`src/rtl/tree_adder_seq.sv`:
```
// Sequencer for the single-level recirculating tree adder: load one pixel plane, run
// log2(IMGSIDELENGTH) reduce passes, capture pixel [0][0], return it over valid/ready.
// Optional saturating result accumulator enabled by defining TREE_SEQ_ACCUM_EN.
module tree_adder_seq #(
    parameter int unsigned IMGSIDELENGTH  = 64,
    parameter int unsigned ADDER_DATASIZE = 16,
    parameter int unsigned CMD_WIDTH      = 4,
    localparam int unsigned NPASS         = $clog2(IMGSIDELENGTH),
    localparam int unsigned PASS_W        = $clog2(NPASS + 1)
) (
    input  logic                      clk,
    input  logic                      rst_n,
    input  logic                      start,
    input  logic [1:0]                src_sel,
    input  logic                      abort,
    input  logic [ADDER_DATASIZE-1:0] result_pix,
    input  logic                      result_ready,
`ifdef TREE_SEQ_ACCUM_EN
    input  logic                      acc_clear,
    output logic [ADDER_DATASIZE+7:0] acc_out,
`endif
    output logic [CMD_WIDTH-1:0]      cmdinput,
    output logic                      busy,
    output logic [PASS_W-1:0]         pass_idx,
    output logic                      result_valid,
    output logic [ADDER_DATASIZE-1:0] result_data,
    output logic                      err
);

    localparam logic [CMD_WIDTH-1:0] CMD_HOLD   = CMD_WIDTH'(0);
    localparam logic [CMD_WIDTH-1:0] CMD_REDUCE = CMD_WIDTH'(4);
    localparam logic [PASS_W-1:0]    LAST_PASS  = PASS_W'(NPASS - 1);

    typedef enum logic [2:0] {
        StIdle,
        StLoad,
        StReduce,
        StCapture,
        StResult
    } state_e;

    state_e                    state_q, state_d;
    logic [CMD_WIDTH-1:0]      cmd_q, cmd_d;
    logic [PASS_W-1:0]         cnt_q, cnt_d;
    logic [1:0]                src_q, src_d;
    logic                      err_q, err_d;
    logic [ADDER_DATASIZE-1:0] data_q, data_d;
    logic                      in_flight;

    assign in_flight = (state_q == StLoad) || (state_q == StReduce) || (state_q == StCapture);

    // cmd_d is the command for the state being entered, so cmdinput lines up with state_q
    always_comb begin
        state_d = state_q;
        cmd_d   = CMD_HOLD;
        cnt_d   = cnt_q;
        src_d   = src_q;
        err_d   = 1'b0;
        data_d  = data_q;
        unique case (state_q)
            StIdle: begin
                if (start) begin
                    if (src_sel == 2'd3) begin
                        err_d = 1'b1;
                    end else begin
                        state_d = StLoad;
                        src_d   = src_sel;
                        cmd_d   = CMD_WIDTH'(src_sel) + CMD_WIDTH'(1);
                    end
                end
            end
            StLoad: begin
                state_d = StReduce;
                cnt_d   = '0;
                cmd_d   = CMD_REDUCE;
            end
            StReduce: begin
                if (cnt_q == LAST_PASS) begin
                    state_d = StCapture;
                end else begin
                    cnt_d = cnt_q + PASS_W'(1);
                    cmd_d = CMD_REDUCE;
                end
            end
            StCapture: begin
                data_d  = result_pix;
                state_d = StResult;
            end
            StResult: begin
                if (result_ready) state_d = StIdle;
            end
            default: state_d = StIdle;
        endcase
        // Cancel beats every in-flight transition, including the final reduce pass
        if (abort && in_flight) begin
            state_d = StIdle;
            cmd_d   = CMD_HOLD;
            cnt_d   = '0;
            data_d  = data_q;
        end
    end

    always_ff @(posedge clk or negedge rst_n) begin
        if (!rst_n) begin
            state_q <= StIdle;
            cmd_q   <= CMD_HOLD;
            cnt_q   <= '0;
            src_q   <= '0;
            err_q   <= 1'b0;
            data_q  <= '0;
        end else begin
            state_q <= state_d;
            cmd_q   <= cmd_d;
            cnt_q   <= cnt_d;
            src_q   <= src_d;
            err_q   <= err_d;
            data_q  <= data_d;
        end
    end

    assign cmdinput     = cmd_q;
    assign busy         = (state_q != StIdle);
    assign pass_idx     = (state_q == StReduce) ? cnt_q : '0;
    assign result_valid = (state_q == StResult);
    assign result_data  = data_q;
    assign err          = err_q;

`ifdef TREE_SEQ_ACCUM_EN
    localparam int unsigned ACC_W = ADDER_DATASIZE + 8;

    logic [ACC_W-1:0] acc_q, acc_d;
    logic [ACC_W:0]   acc_sum;
    logic             handshake;

    assign handshake = (state_q == StResult) && result_ready;

    always_comb begin
        acc_sum = {1'b0, acc_q} + (ACC_W + 1)'(data_q);
        acc_d   = acc_q;
        if (acc_clear) begin
            acc_d = '0;
        end else if (handshake) begin
            acc_d = acc_sum[ACC_W] ? '1 : acc_sum[ACC_W-1:0];
        end
    end

    always_ff @(posedge clk or negedge rst_n) begin
        if (!rst_n) acc_q <= '0;
        else        acc_q <= acc_d;
    end

    assign acc_out = acc_q;
`endif

endmodule

```
`config.mk`:
```
export PLATFORM = sky130hd
export DESIGN_NAME = tree_adder_seq
export DESIGN_NICKNAME = d
export VERILOG_FILES = /design/src/rtl/tree_adder_seq.sv
export SDC_FILE = /design/constraint.sdc
export NUM_CORES = 1
export LEC_CHECK = 0
export CAP_MARGIN = 15
export CELL_PAD_IN_SITES_DETAIL_PLACEMENT = 1
export CELL_PAD_IN_SITES_GLOBAL_PLACEMENT = 1
export CORE_ASPECT_RATIO = 1.1
export CORE_MARGIN = 4
export CORE_UTILIZATION = 35
export DETAILED_ROUTE_END_ITERATION = 16
export GPL_ROUTABILITY_DRIVEN = 0
export MAX_ROUTING_LAYER = met4
export PLACE_DENSITY = 0.88
export SYNTH_ARGS = -nofsm -noshare
export SYNTH_HDL_FRONTEND = slang
export SYNTH_SLANG_ARGS = --single-unit
```
`constraint.sdc`:
```
create_clock -name clk -period 4.1 [get_ports clk]
set_input_delay 0.615 -clock clk [delete_from_list [all_inputs] [get_ports clk]]
set_output_delay 0.615 -clock clk [all_outputs]
set_load 0.1 [all_outputs]
```
==> flow_summary_export.csv <==
group,metric,value,unit
clocking,cts.repair.resized,0,
critical_path,timing.reg2reg.setup_slack,2.44,ns
route,vias,827,
yosys,synth.net_count,114,
critical_path,critical_path.slowest_cell,"clkdlybuf4s50_1",
sta,final.setup_skew,0.00377,ns
critical_path,reg2reg_to,"result_data[1]",
sta,maximum_clock_rate,338,MHz
critical_path,critPathLaunchType,"register",
yosys,ys_seq_area_frac,0.539,
critical_path,worstPathCellList,"nor2_1 -> and2_1 -> clkdlybuf4s50_1",
critical_path,critical_path.top_delay_family,"buffers and inverters",
clocking,cts-buffers-inserted,3,
yosys,yosysWarningCount,0,
critical_path,critical_path_peak_fanout,10,
yosys,synth_cell_type_count,29,
clocking,cts_tree,"done",
die,dieArea,4450,um2
sta,rsz0062_at_grt,"false",
global_route,grt_start_max_net_pins,27,
critical_path,worstPathRequired,3.48,ns
global_route,first_global_vias,901,
die,start_util,0.363,
critical_path,crit-reg2reg-launch,"state_q[1]",
sta,tns,0,ns
die,placeableCoreArea,3330,um2
critical_path,crit_path_end_kind,"primary output",
route,drt.antenna.violating_nets,0,
yosys,netlist_instances,88,
sta,slew-limit-headroom,0.324,
route,dr.first_iter.drc_count,12,
die,io_pins,49,
clocking,clk_transition_reported_paths,0.13,ns
route,routed_via_density,4.54,
die,floorplan.rows,22,
clocking,clock_root_buffer_master,"clkbuf_4",
route,wirelength,2840,um
clocking,cts_buffer_depth,2,
critical_path,cp_slowest_stage_delay,1.17,ns
finish,leading_cell_types_in_the_layout_fill_and_taps_excluded,"clkdlybuf4s50_1, dfrtp_1, mux2_4",
die,floorplan.die.height,69.6,um
placement,preCtsSetupSlack,1.49,ns
clocking,ctsHoldBuffers,0,
sta,worst-slew-pin-transition,1.01,ns
placement,io_buffers,47,
clocking,clock_latency,0.31,ns
sta,setup_viol,0,
finish,final_common_cell,"clkdlybuf4s50_1",
critical_path,path_buf_inv,1,
finish,final_util,0.517,
placement,dp_hpwl,2280,um
critical_path,arrival,2.35,ns
critical_path,path_class,"register to primary output",
finish,antenna-diode-count,0,
sta,worst_path_setup_slack_after_routing,1.14,ns
clocking,cts.repair_timing.setup_buffer_count,0,
global_route,grt.overflow.total,0,
route,detail_route.first_pass.iterations,2,
route,route.detailed.drc,0,
sta,period_share,0.722,
critical_path,reg2reg_depth,3,
finish,syn2layout_area_growth,42.5,%
hold_path,min-delay-path-class,"register to register",
global_route,grt_usage,0.139,
critical_path,worstSetupPathDepth,3,
global_route,grt_pass1_wl,4700,um
yosys,synthesis.area,1210,um2
finish,drive_gt1_frac,0.201,
global_route,antenna_violations_before_repair,0,
route,routed_wire_length_per_instance,15.6,um
finish,design.final.nets,161,
yosys,average_cell_area_after_synthesis,13.7,um2
clocking,cts_max_level,1,
hold_path,worst_hold_path.endpoint,"result_data[10]",
run_status,outcome,"finished, final reports clean",
sta,finalCriticalPeriod,2.96,ns
die,die_width,64,um
hold_path,worst_hold_startpoint,"result_data[10]",
clocking,clkSinkCount,26,
sta,slew_violations,0,
yosys,ffs_latches_synth,26,
run,drv.max_cap_violation_count,0,
hold_path,whs_path_depth,1,
sta,finalHoldViolCount,0,
worst max-delay path by stage:
stage	startpoint	end	slack, ns
6_report	state_q[1]	result_valid	1.14
5_1_grt	state_q[1]	result_valid	1.00
2_1_floorplan	state_q[1]	result_valid	2.11
3_5_place_dp	state_q[1]	result_valid	1.49
4_1_cts	state_q[2]	pass_idx[2]	1.12
3_3_place_gp	state_q[0]	pass_idx[0]	1.53
metrics by stage:
step	cells	hold WS, ns	instance area, um2
after floorplan	88	0.319	1210
after global placement	177	0.492	1670
after detailed placement	177	0.493	1670
after CTS	181	0.528	1710
after global routing	182	0.539	1720
final	182	0.526	1720
flip-flops by register name, summed over array words and instances (netlist names):
name and cells:
err 1, result_data 16, state_q 3, cmdinput 3, cnt_q 3
kinds of logic after synthesis:
family / after synthesis / share of synthesized area
and+or+nand+nor: 21 / 0.112
DFF: 26 / 0.539
muxes: 18 / 0.194
adders and majority gates: 3 / 0.0311
buffers and inverters: 10 / 0.0694
AOI/OAI and AO/OA: 8 / 0.0446
other: 1 / 0.00311
xor gates and xnor gates: 1 / 0.00726
worst reg2reg max path: cells and delay by family, from the launching register on:
kind / cells / cell delay [ns]
and+or+nand+nor: 2 / 0.62
DFF: 1 / 0.55
muxes: 1 / 0.38
layout make-up:
type / count / area [um2]
Clock buffer: 4 / 36.3
Fill cell: 351 / 1610
Inverter: 4 / 15.0
Multi-Input combinational cell: 52 / 473
Sequential cell: 26 / 651
Tap cell: 48 / 60.1
Timing Repair Buffer: 48 / 485
Yosys cell counts, drive strengths merged:
cell type / n / area [um2]
buf: 6 / 68.8
o211ai: 1 / 7.51
a21o: 2 / 16.3
o21ai: 1 / 5.00
and2: 2 / 15.0
and3: 5 / 35.0
nor3: 5 / 25.0
dfrtp: 26 / 651
mux2i: 2 / 20.0
o22ai: 1 / 6.26
nor2: 2 / 7.51
a211oi: 1 / 7.51
nor2b: 3 / 18.8
mux2: 16 / 214
nand2: 2 / 7.51
inv: 4 / 15.0
nor3b: 2 / 26.3
a21oi: 1 / 5.00
xnor2: 1 / 8.76
conb: 1 / 3.75
a31oi: 1 / 6.26
ha: 3 / 37.5
per-layer routing:
metal  track usage  wire length, um  part of all wire  up-vias
li1              -                -                 -      393
met1         0.163             1170              0.41      403
met2         0.233             1500              0.53       29
met3        0.0243              136             0.048        2
met4        0.0576               34             0.012        0
met5             -                0                 0        -
Power is left out: the tool's default activity adds up to more than one toggle a clock period on the data nets, which glitch-free logic cannot reach.
